File: src/rtl/fp32_pkg.sv
// Shared fp32 datapath definitions: controller states, IEEE-754 single
// constants and the field packing helper used by the divider and multiplier
// back ends.
package fp32_pkg;

    typedef enum logic [2:0] {
        IDLE,
        NORM,
        DENORM,
        ROUND,
        HOLD
    } state_t;

    localparam int FP32_BIAS    = 127;
    localparam int FP32_EXP_MAX = 255;
    localparam int FP32_FRAC_W  = 23;

    function automatic logic [31:0] fp32_pack(input logic                   sign,
                                              input logic [7:0]             exp_field,
                                              input logic [FP32_FRAC_W-1:0] frac);
        return {sign, exp_field, frac};
    endfunction

endpackage

File: src/rtl/fp32_rne_round.sv
// Round-to-nearest-even on a packed {exponent, fraction} field. The increment
// is applied to the packed word so a fraction carry bumps the exponent and a
// carry into exponent 255 lands exactly on infinity.
module fp32_rne_round
    import fp32_pkg::*;
(
    input  logic                   sign,
    input  logic [7:0]             exp_field,
    input  logic [FP32_FRAC_W-1:0] frac,
    input  logic                   guard,
    input  logic                   sticky,
    output logic [31:0]            result,
    output logic                   overflow,
    output logic                   inexact
);

    logic        round_up;
    logic [30:0] rounded;

    // Packed increment, carry into exponent, overflow and inexact detection
    always_comb begin
        round_up = guard & (sticky | frac[0]);
        rounded  = {exp_field, frac} + {30'd0, round_up};
        result   = fp32_pack(sign, rounded[30:23], rounded[22:0]);
        overflow = (exp_field != 8'hFF) && (rounded[30:23] == 8'hFF);
        inexact  = guard | sticky;
    end

endmodule

File: src/rtl/fp32_div_norm_round.sv
// fp32 divider back end: normalises the raw quotient one shift per cycle,
// rounds to nearest-even and packs an IEEE-754 single with exception flags.
// Define FP_DIV_SUBNORM_EN to produce subnormal results (gradual underflow);
// otherwise tiny results flush to signed zero.
//
// state  | meaning
// IDLE   | waiting for a quotient, in_ready high
// NORM   | left-shifting until the 2^0 bit is set
// DENORM | right-shifting a tiny result up to exponent 1 (subnormal build only)
// ROUND  | rounding and special-case selection, result registered
// HOLD   | result presented until downstream accepts
module fp32_div_norm_round
    import fp32_pkg::*;
#(
    parameter int MW = 26,
    parameter int EW = 10
) (
    input  logic                 clk,
    input  logic                 rst_n,
    input  logic                 in_valid,
    output logic                 in_ready,
    input  logic                 in_sign,
    input  logic signed [EW-1:0] in_exp,
    input  logic [MW-1:0]        in_mant,
    input  logic                 in_sticky,
    output logic                 out_valid,
    input  logic                 out_ready,
    output logic [31:0]          out_result,
    output logic                 out_overflow,
    output logic                 out_underflow,
    output logic                 out_inexact
);

    localparam logic signed [EW-1:0] EXP_ZERO  = '0;
    localparam logic signed [EW-1:0] EXP_ONE   = EW'(1);
    localparam logic signed [EW-1:0] EXP_MAX_S = EW'(FP32_EXP_MAX);
    // Anything below this is far past the smallest subnormal; clamping keeps
    // the NORM decrements from wrapping the EW-bit exponent.
    localparam logic signed [EW-1:0] EXP_DEEP  = EW'(-(MW + 2));

    state_t                state, state_nxt;
    logic                  sign_r, sticky_r, zero_r;
    logic signed [EW-1:0]  exp_r;
    logic [MW-1:0]         mant_r;
    logic [31:0]           result_r;
    logic                  ovf_r, unf_r, inx_r;
`ifdef FP_DIV_SUBNORM_EN
    localparam int CW = $clog2(MW + 2);
    logic [CW-1:0]         cnt_r;
`endif

    logic [7:0]             exp_field;
    logic [FP32_FRAC_W-1:0] frac;
    logic                   guard, sticky_all;
    logic [31:0]            rne_result;
    logic                   rne_ovf, rne_inx;
    logic [31:0]            res_nxt;
    logic                   ovf_nxt, unf_nxt, inx_nxt;

    assign in_ready      = rst_n && (state == IDLE);
    assign out_valid     = (state == HOLD);
    assign out_result    = result_r;
    assign out_overflow  = ovf_r;
    assign out_underflow = unf_r;
    assign out_inexact   = inx_r;

    // State register
    always_ff @(posedge clk) begin
        if (!rst_n) state <= IDLE;
        else        state <= state_nxt;
    end

    // Next-state decode
    always_comb begin
        state_nxt = state;
        case (state)
            IDLE:   if (in_valid) state_nxt = (in_mant == '0) ? ROUND : NORM;
            NORM: begin
                if (mant_r[MW-1]) begin
`ifdef FP_DIV_SUBNORM_EN
                    state_nxt = (exp_r <= EXP_ZERO) ? DENORM : ROUND;
`else
                    state_nxt = ROUND;
`endif
                end
            end
`ifdef FP_DIV_SUBNORM_EN
            // The shift that brings the exponent to 1, or the last allowed shift, exits
            DENORM: if (exp_r == EXP_ZERO || cnt_r == CW'(MW)) state_nxt = ROUND;
`endif
            ROUND:  state_nxt = HOLD;
            HOLD:   if (out_ready) state_nxt = IDLE;
            default: state_nxt = IDLE;
        endcase
    end

    // Rounding operands taken from the normalised (or denormalised) quotient
    always_comb begin
        exp_field  = mant_r[MW-1] ? exp_r[7:0] : 8'd0;
        frac       = mant_r[MW-2 -: FP32_FRAC_W];
        guard      = mant_r[MW-25];
        sticky_all = (|mant_r[MW-26:0]) | sticky_r;
    end

    fp32_rne_round u_round (
        .sign      (sign_r),
        .exp_field (exp_field),
        .frac      (frac),
        .guard     (guard),
        .sticky    (sticky_all),
        .result    (rne_result),
        .overflow  (rne_ovf),
        .inexact   (rne_inx)
    );

    // Special-result selection ahead of the output registers
    always_comb begin
        res_nxt = rne_result;
        ovf_nxt = rne_ovf;
        inx_nxt = rne_inx;
        unf_nxt = (exp_field == 8'd0) && rne_inx;
        if (zero_r) begin
            res_nxt = fp32_pack(sign_r, 8'h00, '0);
            ovf_nxt = 1'b0;
            inx_nxt = 1'b0;
            unf_nxt = 1'b0;
        end else if (exp_r >= EXP_MAX_S) begin
            res_nxt = fp32_pack(sign_r, 8'hFF, '0);
            ovf_nxt = 1'b1;
            inx_nxt = 1'b1;
            unf_nxt = 1'b0;
`ifndef FP_DIV_SUBNORM_EN
        end else if (exp_r <= EXP_ZERO) begin
            res_nxt = fp32_pack(sign_r, 8'h00, '0);
            ovf_nxt = 1'b0;
            inx_nxt = 1'b1;
            unf_nxt = 1'b1;
`endif
        end
    end

    // Datapath: capture, shift and result registers
    always_ff @(posedge clk) begin
        if (!rst_n) begin
            sign_r   <= 1'b0;
            sticky_r <= 1'b0;
            zero_r   <= 1'b0;
            exp_r    <= '0;
            mant_r   <= '0;
            result_r <= '0;
            ovf_r    <= 1'b0;
            unf_r    <= 1'b0;
            inx_r    <= 1'b0;
`ifdef FP_DIV_SUBNORM_EN
            cnt_r    <= '0;
`endif
        end else begin
            case (state)
                IDLE: begin
                    if (in_valid && in_ready) begin
                        sign_r   <= in_sign;
                        exp_r    <= (in_exp < EXP_DEEP) ? EXP_DEEP : in_exp;
                        mant_r   <= in_mant;
                        sticky_r <= in_sticky;
                        zero_r   <= (in_mant == '0);
`ifdef FP_DIV_SUBNORM_EN
                        cnt_r    <= '0;
`endif
                    end
                end
                NORM: begin
                    if (!mant_r[MW-1]) begin
                        mant_r <= mant_r << 1;
                        exp_r  <= exp_r - EXP_ONE;
                    end
                end
`ifdef FP_DIV_SUBNORM_EN
                DENORM: begin
                    if (cnt_r == CW'(MW)) begin
                        mant_r   <= '0;
                        sticky_r <= sticky_r | (|mant_r);
                        exp_r    <= EXP_ONE;
                    end else begin
                        mant_r   <= mant_r >> 1;
                        sticky_r <= sticky_r | mant_r[0];
                        exp_r    <= exp_r + EXP_ONE;
                        cnt_r    <= cnt_r + CW'(1);
                    end
                end
`endif
                ROUND: begin
                    result_r <= res_nxt;
                    ovf_r    <= ovf_nxt;
                    unf_r    <= unf_nxt;
                    inx_r    <= inx_nxt;
                end
                default: ;
            endcase
        end
    end

endmodule
File: config.mk
export PLATFORM = sky130hd
export DESIGN_NAME = fp32_div_norm_round
export DESIGN_NICKNAME = d
export VERILOG_FILES = /design/src/rtl/fp32_pkg.sv /design/src/rtl/fp32_rne_round.sv /design/src/rtl/fp32_div_norm_round.sv
export SDC_FILE = /design/constraint.sdc
export NUM_CORES = 1
export LEC_CHECK = 0
export CAP_MARGIN = 10
export CORE_MARGIN = 10
export CORE_UTILIZATION = 52
export DETAILED_ROUTE_END_ITERATION = 16
export DONT_BUFFER_PORTS = 1
export GPL_ROUTABILITY_DRIVEN = 0
export PLACE_DENSITY = 0.67
export SLEW_MARGIN = 10
export SYNTH_ARGS = -nofsm -noshare
export SYNTH_HDL_FRONTEND = slang
export SYNTH_SLANG_ARGS = --single-unit
File: constraint.sdc
create_clock -name clk -period 2.59 [get_ports clk]
set_input_delay 0.259 -clock clk [delete_from_list [all_inputs] [get_ports clk]]
set_output_delay 0.259 -clock clk [all_outputs]
set_load 0.03 [all_outputs]
# ---- Yosys cells after proc, flatten, opt, wreduce, memory -nomap -nowiden
# Index checks and enable logic that the tools add are counted.
dict set report word_totals {
  regBits 77
  word_cells 67
  in_bits 42
  out_inout_bits 37
}
dict set report classes {
  bitwise 4
  n_mux 25
  n_eq_ne 10
  addsub 2
  order_cmp 3
  reduce_logical 12
}
# op count
set op_table {}
lappend op_table {{2-to-1 mux 31 bit} 3}
lappend op_table {{2-to-1 mux 26 bit} 2}
lappend op_table {{one-hot mux 26 bit (2 select lines)} 1}
lappend op_table {{adder 31 x 1 -> 31 bit} 1}
lappend op_table {{2-to-1 mux 10 bit} 3}
lappend op_table {{logical NOT 26 bit} 1}
lappend op_table {{one-hot mux 10 bit (2 select lines)} 1}
lappend op_table {{one-hot mux 3 bit (4 select lines)} 1}
lappend op_table {{greater-or-equal comparator 10 x 9 -> 1 bit, second input constant} 1}
lappend op_table {{<= comparator 10 x 1 -> 1 bit, second input constant} 1}
lappend op_table {{less-than comparator 10 x 6 -> 1 bit, second input constant} 1}
lappend op_table {{subtractor 10 x 2 -> 10 bit, second input constant} 1}
lappend op_table {{2-to-1 mux 1 bit} 9}
lappend op_table {{2-to-1 mux 3 bit} 3}
lappend op_table {{== test 8 bit, second input constant} 1}
lappend op_table {{logical NOT 8 bit} 1}
lappend op_table {{2-to-1 mux 8 bit} 1}
lappend op_table {{!= test 8 bit, second input constant} 1}
lappend op_table {{!= test 2 bit, second input constant} 3}
lappend op_table {{AND reduction 3 bit} 2}
lappend op_table {{logical AND 1 bit} 4}
lappend op_table {{!= test 2 x 1 -> 1 bit, second input constant} 2}
lappend op_table {{AND reduction 2 bit} 2}
lappend op_table {{== test 3 x 1 -> 1 bit, second input constant} 1}
lappend op_table {{other kinds (7)} 9}

# ---- Depth between registers and ports, before layout
# Gate-level depths: netlist (run 1).
dict set report depth {
  ltp_word 9
  mapped_depth 10
  ltp_nobuf 8
}

# ---- By module
# Synthesis (run 1) repeated with hierarchy kept, for this count alone.
dict set report unflattened {
  cells_unflattened 424
  hier_area_um2 3897.5
}
# mod seq_area_each_um2 cells_per_inst instances area_per_inst_um2
set modules_own_cells {}
lappend modules_own_cells {fp32_div_norm_round 1541.5 331 1 3240.6}
lappend modules_own_cells {fp32_rne_round 0.0 93 1 656.9}

# ---- Least setup slack after synthesis (run 1)
# No wires, ideal clock.
dict set report synth_timing {
  kind {reg2reg}
  start {register mant_r[1]}
  end {register result_r[24] (netlist: out_result[24])}
  slack_ns 0.393
  t_required_ns 2.462
  path_stages_with_launch 10
  n_path_buf 1
  synth_period_minus_slack_ns 2.197
  setup_time_ns 0.128
  arrival_time_ns 2.070
  cell_sequence {dfxtp_1 -> bufbuf_16 -> and2_1 -> ha_1 -> nand3_1 -> nor3_2 -> nand4_1 -> xor2_1 -> a221oi_1 -> nor2_1}
}
dict set report synth_via {
  elab_chain_len 5
}
# element line_no
set synth_lines {}
lappend synth_lines {{start: declaration} fp32_div_norm_round.sv:44} ;# logic [MW-1:0] mant_r;
lappend synth_lines {{start signal: assignment} fp32_div_norm_round.sv:163} ;# mant_r <= in_mant;
lappend synth_lines {{start signal: assignment} fp32_div_norm_round.sv:173} ;# mant_r <= mant_r << 1;
lappend synth_lines {{AND 1 bit} fp32_rne_round.sv:22} ;# round_up = guard & (sticky | frac[0]);
lappend synth_lines {{adder 31 x 1 -> 31 bit} fp32_rne_round.sv:23} ;# rounded = {exp_field, frac} + {30'd0, round_up};
lappend synth_lines {{2-to-1 mux 31 bit} fp32_div_norm_round.sv:133} ;# end else if (exp_r <= EXP_ZERO) begin
lappend synth_lines {{2-to-1 mux 31 bit} fp32_div_norm_round.sv:127} ;# end else if (exp_r >= EXP_MAX_S) begin
lappend synth_lines {{2-to-1 mux 31 bit} fp32_div_norm_round.sv:122} ;# if (zero_r) begin
lappend synth_lines {{end signal: assignment} fp32_div_norm_round.sv:192} ;# result_r <= res_nxt;
lappend synth_lines {{end: declaration} fp32_div_norm_round.sv:45} ;# logic [31:0] result_r;
# Every way passes these cells.
# A chain may end at the register's enable or synchronous reset.

# ---- Worst setup path after layout (run 1)
# Same ends and word-level chain as after synthesis.

==> results.yml, run 1 <==
sta:
  slew_headroom_pct: 51.0
  hold_violations: 0
  clock-skew-final_ns: 0.00932
  period_share_pct: 86.6
  fin_crit_ns: 2.24
  rsz0062_at_grt: "false"
  tns_ns: 0
  maxSlewViolCount: 0
  setup_viol: 0
  fmax_ghz: 0.446
  worst_slew_pin_slew_ns: 0.734
cts:
  root_buffer: "clkbuf_8"
  worstSkewPairLatency_ns: 0.36
  cts_made_buffers: 9
  htreeDepth: 3
  clockBufferDepth: 2
  clk_pin_slew_ns: 0.08
  cts_sinks: 77
  cts_tree: "built"
  post_cts_buffers: 0
yosys:
  ys_types: 53
  async_flop_share_pct: 0
  synth_seq_cells: 77
  ys.flop_type: "dfxtp_1"
  synthCells: 507
  netlist_top_cells_count: "dfxtp_1, nand2_1, nor2_1"
  synth.most_common_cell: "dfxtp_1"
  synth.avg_cell_area_um2: 8.16
  ys_warn_count: 0
  ys_top_cells_by_area: "dfxtp_1, a22oi_1, a21oi_1"
  yosysSeqAreaShare_pct: 37.3
  synth_nets: 554
  synth_edf_count: 0
  syn_area_mm2: 0.00414
  synth_top_area_share_pct: 37.3
  synth_top_area_cell: "dfxtp_1"
placement:
  postPlaceCellArea_mm2: 0.00411
  dp_cells: 585
  place.port_buffers: 0
  dp_hpwl_um: 7950
setup_path:
  path_delay_family: "simple AND/OR/NAND/NOR gates"
  crit_path_end_kind: "flip-flop"
  cp_cell_sequence: "and2_1 -> ha_1 -> nand3_1 -> nor3_2 -> nand4_1 -> xor2_1 -> a221oi_1 -> nor2_1"
  critical_path_depth: 8
  critPathMaxStageDelay_ns: 0.47
  crit_buf_inv: 0
  r2r_start: "mant_r[1]$_SDFFE_PN0P_"
  slowest_stage: "dfxtp_1"
  path_max_fanout: 9
  crit_required_ns: 2.81
  crit_start: "mant_r[1]$_SDFFE_PN0P_"
  crit_type: "flip-flop to flip-flop"
  worst-endpoint-arrival_ns: 2.46
  r2r-end: "out_result[24]$_SDFFE_PN0P_"
  start_kind: "flip-flop"
  r2r_slack_ns: 0.35
  reg2reg_depth: 8
die:
  die_x_um: 109
  start_util_pct: 53.5
  die_y_um: 109
  die-area_mm2: 0.0119
  rows: 32
  pin_count: 79
  core_area_mm2: 0.00773
min_path:
  holdPathStages: 2
  hold_path_class: "input port to flip-flop"
  hold-path-endpoint: "state[0]$_SDFFE_PN0P_"
  min_from: "in_valid"
route:
  dr.max_layer_used: "met4"
  num_vias: 3674
  finalWirelength_um: 11100
  drt-pass1-iter-count: 5
  drtIter0Drc: 223
  route.detailed.drc: 0
  wl_met3_um: 1150
  wire_per_inst_um: 18.5
  vias_per_cell: 6.09
  wl_met1_um: 4870
  met2WireLength_um: 4840
  ant_nets: 0
global_routing:
  antenna_found_initial: 0
  grt_start_max_net_pins: 69
  grt_usage_pct: 18.7
  grt_pass1_vias: 3479
  grt_pass1_wl_um: 18100
  grt-ovfl-total: 0
outcome:
  status: "finished, final reports clean"
pwr:
  leakage_nw: 1.46
  power_density_mw_per_mm2: 592
  ir_worst_vdd_v: 0.000355
job:
  cap_violations: 0
finish:
  nNetsFinal: 543
  stdcell_area_mm2: 0.00432
  num_antenna_cells: 0
  layout-drive-gt1-share_pct: 9.18
  area_growth_pct: 4.35
  fin_cells: 603
[per-stage QoR]
stage / hold WS [ns] / total power [mW] / worst slack (ns) / util (%)
after floorplan: 0.358 / 1.61 / 0.393 / -
after global placement: 0.367 / 1.65 / 0.461 / 53.1
after detailed placement: 0.370 / 1.66 / 0.393 / 53.1
after CTS: 0.0108 / 2.56 / 0.368 / 55.9
after global routing: 0.0366 / 2.66 / 0.171 / 55.9
final: 0.0184 / 2.56 / 0.347 / 55.9
[repair_timing]
action,4_1_cts,5_1_grt
resized for setup,0,0
endpoints found under the setup margin,0,0
hold buffers,2,0
endpoints found under the hold margin,2,0
[logic make-up after synthesis]
group,Yosys count,synth area share [%]
multiplexers,1,0.242
buffers and inverters,49,7.71
AO/OA/AOI/OAI,130,20.0
adder cells (fa/ha/maj),5,1.51
XOR/XNOR,33,6.99
flip-flops,77,37.3
AND/OR/NAND/NOR,212,26.3
[routing by layer]
layer,track usage (%),up-vias
li1,-,1809
met1,24.8,1702
met2,26.8,139
met3,7.55,24
met4,6.51,0
met5,0,-
[state kept, by name, summed over array words and instances, names as in the netlist]
signal         count
state              3
out_inexact        1
out_result        32
zero_r             1
mant_r            26
exp_r             10
out_overflow       1
sticky_r           1
out_underflow      1
sign_r             1
[layout make-up]
class                   instances  area [µm²]
well taps                     102         128
multi-input cells             381        2280
flip-flops and latches         77        1540
repair buffers                 19         148
fillers                       751        3410
clock buffers                  10         128
inverters                       8        30.0
clock inverters                 6        63.8
[cell usage in the layout, fill, tap and decap left out, drive strengths merged, types with 3 or more instances in the layout]
| cell type | instances |
|---|---|
| a221oi | 4 |
| nand2 | 58 |
| inv | 8 |
| nor3 | 11 |
| or4 | 3 |
| ha | 5 |
| xor2 | 13 |
| clkbuf | 10 |
| nor2 | 58 |
| nand4 | 15 |
| dfxtp | 77 |
| o311ai | 3 |
| nand3 | 27 |
| a22oi | 44 |
| and2 | 4 |
| nor4 | 13 |
| nand3b | 3 |
| a21oi | 50 |
| nor3b | 4 |
| and3 | 8 |
| a31oi | 4 |
| clkinv | 3 |
| o21ai | 14 |
| buf | 17 |
| xnor2 | 20 |
[worst max path at each step]
| stage | slack, ns | end |
|---|---|---|
| global placement | 0.46 | out_overflow$_SDFFE_PN0P_ |
| finish | 0.35 | out_result[24]$_SDFFE_PN0P_ |
| global route | 0.17 | out_result[24]$_SDFFE_PN0P_ |
| detailed placement | 0.39 | out_result[24]$_SDFFE_PN0P_ |
| floorplan | 0.39 | out_result[24]$_SDFFE_PN0P_ |
| CTS | 0.37 | out_result[24]$_SDFFE_PN0P_ |
[where the power goes]
group / internal, mW / total (mW) / leakage (nW) / switching, mW
Clock: 0.444 / 0.918 / 0.0923 / 0.474
Combinational: 0.126 / 0.320 / 0.742 / 0.194
Sequential: 1.23 / 1.32 / 0.625 / 0.0907
Total: 1.80 / 2.56 / 1.46 / 0.758
(Power assumes the default switching activity.)
==> run 2: changes to the inputs <==
- PLACE_DENSITY: 0.67 -> unset
- PLACE_DENSITY_LB_ADDON: unset -> 0.12
- SLEW_MARGIN: 10 -> unset
==> results.yml, run 2 (synthesized netlist as in run 1, its figures left out) <==
global_routing:
  grt_start_max_net_pins: 39
  grt_pass1_vias: 3448
  antenna_found_initial: 0
  grt_usage_pct: 18.8
  grt_pass1_wl_um: 18100
  grt-ovfl-total: 0
setup_path:
  crit_required_ns: 2.87
  crit_start: "mant_r[20]$_SDFFE_PN0P_"
  crit_path_end_kind: "flip-flop"
  crit_type: "flip-flop to flip-flop"
  r2r_start: "mant_r[20]$_SDFFE_PN0P_"
  worst-endpoint-arrival_ns: 2.56
  path_max_fanout: 7
  start_kind: "flip-flop"
  r2r_slack_ns: 0.31
min_path:
  hold_path_class: "input port to flip-flop"
  min_from: "in_valid"
sta:
  maxSlewViolCount: 0
  clock-skew-final_ns: 0.00930
  fin_crit_ns: 2.28
  hold_slack_ns: 0.0183
  worst_slew_pin_slew_ns: 0.581
  hold_violations: 0
  slew_headroom_pct: 60.8
  fmax_ghz: 0.439
  period_share_pct: 88.0
  tns_ns: 0
  rsz0062_at_grt: "false"
  setup_viol: 0
die:
  die-area_mm2: 0.0119
  pin_count: 79
  die_x_um: 109
  rows: 32
  start_util_pct: 53.5
  die_y_um: 109
  core_area_mm2: 0.00773
pwr:
  ir_worst_vdd_v: 0.000293
  leakage_nw: 1.47
  power_density_mw_per_mm2: 603
finish:
  num_antenna_cells: 0
  multi_input_area_mm2: 0.00228
  final_common_cell: "dfxtp_1"
  final_cell_mix: "dfxtp_1, nand2_1, nor2_1"
  fin_cells: 603
  nFillCells: 739
  nNetsFinal: 543
  area_growth_pct: 5.11
  stdcell_area_mm2: 0.00435
  seq_area_mm2: 0.00154
  layout-drive-gt1-share_pct: 9.58
  largest_reg_flops: 32
placement:
  dp_cells: 585
  place.port_buffers: 0
  dp_hpwl_um: 8230
  postPlaceCellArea_mm2: 0.00412
cts:
  cts_made_buffers: 9
  root_buffer: "clkbuf_8"
  cts_tree: "built"
  cts_sinks: 77
  post_cts_buffers: 0
  htreeDepth: 3
  worstSkewPairLatency_ns: 0.37
  clockBufferDepth: 2
  clk_pin_slew_ns: 0.08
outcome:
  status: "finished, final reports clean"
route:
  dr.max_layer_used: "met4"
  met2WireLength_um: 4890
  route.detailed.drc: 0
  finalWirelength_um: 11300
  drtIter0Drc: 257
  num_vias: 3770
  ant_nets: 0
  wl_met1_um: 4870
  wl_met3_um: 1270
  vias_per_cell: 6.25
  wire_per_inst_um: 18.7
  drt-pass1-iter-count: 5
job:
  cap_violations: 0
==> run 2: cell types whose count changed in the layout (fill, tap and decap cells not counted) <==
cell / change
buf_12: +1
clkinv_2: -2
clkbuf_8: +1
clkinvlp_4: +1
inv_6: +2
nor2b_1: -1
nor2b_2: +1
clkinv_4: -1
clkbuf_1: -1
buf_4: -1
==> run 2: area by class of cell <==
cell class              count  area share, %
multi-input cells         381           52.5
inverters                   8          0.690
clock inverters             6           1.61
repair buffers             19           3.68
flip-flops and latches     77           35.4
clock buffers              10           3.16
well taps                 102           2.93
==> run 2: what timing repair did <==
| action | in CTS | in global routing |
|---|---|---|
| endpoints found under the setup margin | 0 | 0 |
| resized for setup | 0 | 0 |
| hold endpoints to repair | 2 | 0 |
| hold buffers | 2 | 0 |
==> run 2: through the flow <==
stage	power [mW]	setup WS, ns	util (%)
floorplan	1.61	0.393	-
global placement	1.66	0.476	53.3
detailed placement	1.67	0.349	53.3
CTS	2.62	0.330	56.3
global route	2.73	0.124	56.3
finish	2.62	0.310	56.3
==> run 2: final timing paths <==
check,endpoint,cells after the start
worst max-delay path,out_overflow$_SDFFE_PN0P_,6
worst min-delay path,state[0]$_SDFFE_PN0P_,2
worst max register to register,out_overflow$_SDFFE_PN0P_,6
worst min register to register,sign_r$_SDFFE_PN0P_,2
==> run 2: worst max-delay path, cell delays in order, from the launching register on <==
cell and delay [ns]:
dfxtp_1 0.46, nand4_1 0.19, or4_4 0.57, nor4_1 0.36
xnor2_1 0.21, nand4_1 0.15, o31ai_2 0.25
==> run 2: power by group <==
group | switching (mW) | internal, mW
Clock | 0.495 | 0.478
Combinational | 0.198 | 0.131
Sequential | 0.0931 | 1.23
Total | 0.786 | 1.84
==> run 2: metal layers <==
layer,up-vias,track usage [%]
met1,1768,24.7
met2,170,27.8
met4,0,7.81
li1,1811,-
met3,21,6.02
met5,-,0
==> run 3: changes to the inputs <==
- REMOVE_ABC_BUFFERS: unset -> 1
==> results.yml, run 3 (synthesized netlist as in run 1, its figures left out) <==
cts:
  cts_sinks: 77
  clk_pin_slew_ns: 0.09
  cts_tree: "built"
  root_buffer: "clkbuf_8"
  worstSkewPairLatency_ns: 0.36
  cts_made_buffers: 9
  post_cts_buffers: 0
  clockBufferDepth: 2
  htreeDepth: 3
finish:
  largest_reg_flops: 32
  layout-drive-gt1-share_pct: 9.58
  area_growth_pct: 4.99
  stdcell_area_mm2: 0.00434
  nNetsFinal: 543
  final_util_pct: 56.2
  final_common_cell: "dfxtp_1"
  num_antenna_cells: 0
  fin_cells: 603
  nFillCells: 717
  final_cell_mix: "dfxtp_1, nand2_1, nor2_1"
setup_path:
  crit_type: "flip-flop to flip-flop"
  start_kind: "flip-flop"
  path_max_fanout: 6
  crit_required_ns: 2.86
  worst-endpoint-arrival_ns: 2.47
  crit_path_end_kind: "flip-flop"
die:
  die-area_mm2: 0.0119
  start_util_pct: 53.5
  die_y_um: 109
  core_area_mm2: 0.00773
  die_x_um: 109
  pin_count: 79
  rows: 32
global_routing:
  grt_start_max_net_pins: 38
  grt-ovfl-total: 0
  grt_pass1_vias: 3412
  antenna_found_initial: 0
  grt.met2_usage_pct: 27.9
  grt.met1_usage_pct: 25.0
  grt_pass1_wl_um: 18100
  met3_usage_pct: 6.96
  grt_usage_pct: 18.9
  busiest_layer: "met2"
sta:
  slew_headroom_pct: 61.8
  hold_violations: 0
  maxSlewViolCount: 0
  tns_ns: 0
  rsz0062_at_grt: "false"
  clock-skew-final_ns: 0.0112
  fmax_ghz: 0.454
  fin_crit_ns: 2.20
  hold_slack_ns: 0.0120
  worst_slew_pin_slew_ns: 0.569
  setup_viol: 0
  period_share_pct: 85.1
job:
  cap_violations: 0
placement:
  dp_hpwl_um: 8140
  postPlaceCellArea_mm2: 0.00413
  place.port_buffers: 0
  dp_cells: 586
route:
  ant_nets: 0
  num_vias: 3740
  vias_per_cell: 6.20
  route.detailed.drc: 0
  drt-pass1-iter-count: 5
  drtIter0Drc: 364
  finalWirelength_um: 11300
  wire_per_inst_um: 18.8
min_path:
  hold_path_class: "input port to flip-flop"
outcome:
  status: "finished, final reports clean"
pwr:
  power_density_mw_per_mm2: 597
  leakage_nw: 1.47
  ir_worst_vdd_v: 0.000347
[run 3: cell count changes in the layout (fill, tap and decap cells not counted), sizes merged]
cell	previous run	this run
inv	10	9
buf	17	18
dlygate4sd3	2	1
clkinv	0	1
[run 3: worst paths after layout]
check                           slack, ns                     from  cells past startpoint                         to
worst max-delay path                 0.39  mant_r[21]$_SDFFE_PN0P_                      6  out_overflow$_SDFFE_PN0P_
worst min-delay path                 0.01                  in_sign                      2        sign_r$_SDFFE_PN0P_
worst max register to register       0.39  mant_r[21]$_SDFFE_PN0P_                      6  out_overflow$_SDFFE_PN0P_
worst min register to register       0.46      sign_r$_SDFFE_PN0P_                      2        sign_r$_SDFFE_PN0P_
[run 3: layout make-up]
type	instances	area [µm²]	share of cell area (%)
multi-input combinational	381	2280	52.5
timing repair buffer	19	158	3.63
tap	102	128	2.94
inverter	8	30.0	0.691
clock inverter	6	70.1	1.61
clock buffer	10	138	3.17
sequential	77	1540	35.5
[run 3: timing repair]
action | 4_1_cts | 5_1_grt
hold endpoints to repair | 1 | 0
resized for setup | 0 | 0
hold buffers | 1 | 0
[run 3: routing by layer]
layer | vias up | wire length (µm)
li1 | 1811 | -
met3 | 16 | 1260
met1 | 1757 | 4840
met2 | 156 | 5080
met5 | - | 0
met4 | 0 | 147
[run 3: per-stage QoR]
| stage | setup slack, ns | power (mW) |
|---|---|---|
| 2_1_floorplan | -0.652 | 1.56 |
| 3_3_place_gp | 0.472 | 1.67 |
| 3_5_place_dp | 0.407 | 1.67 |
| 4_1_cts | 0.385 | 2.61 |
| 5_1_grt | 0.147 | 2.72 |
| 6_report | 0.387 | 2.59 |
[run 3: worst max-delay path, stage by stage (launching register included)]
cell     delay, ns
dfxtp_1       0.45
nand4_1       0.19
or4_4         0.58
nor4_1        0.35
xnor2_1       0.18
nand4_1       0.13
o31ai_2       0.24
[run 3: report_power, final]
| group | leakage, nW | internal (mW) | switching [mW] | total [mW] |
|---|---|---|---|---|
| Combinational | 0.746 | 0.131 | 0.203 | 0.334 |
| Clock | 0.0951 | 0.476 | 0.470 | 0.946 |
| Sequential | 0.625 | 1.23 | 0.0862 | 1.31 |
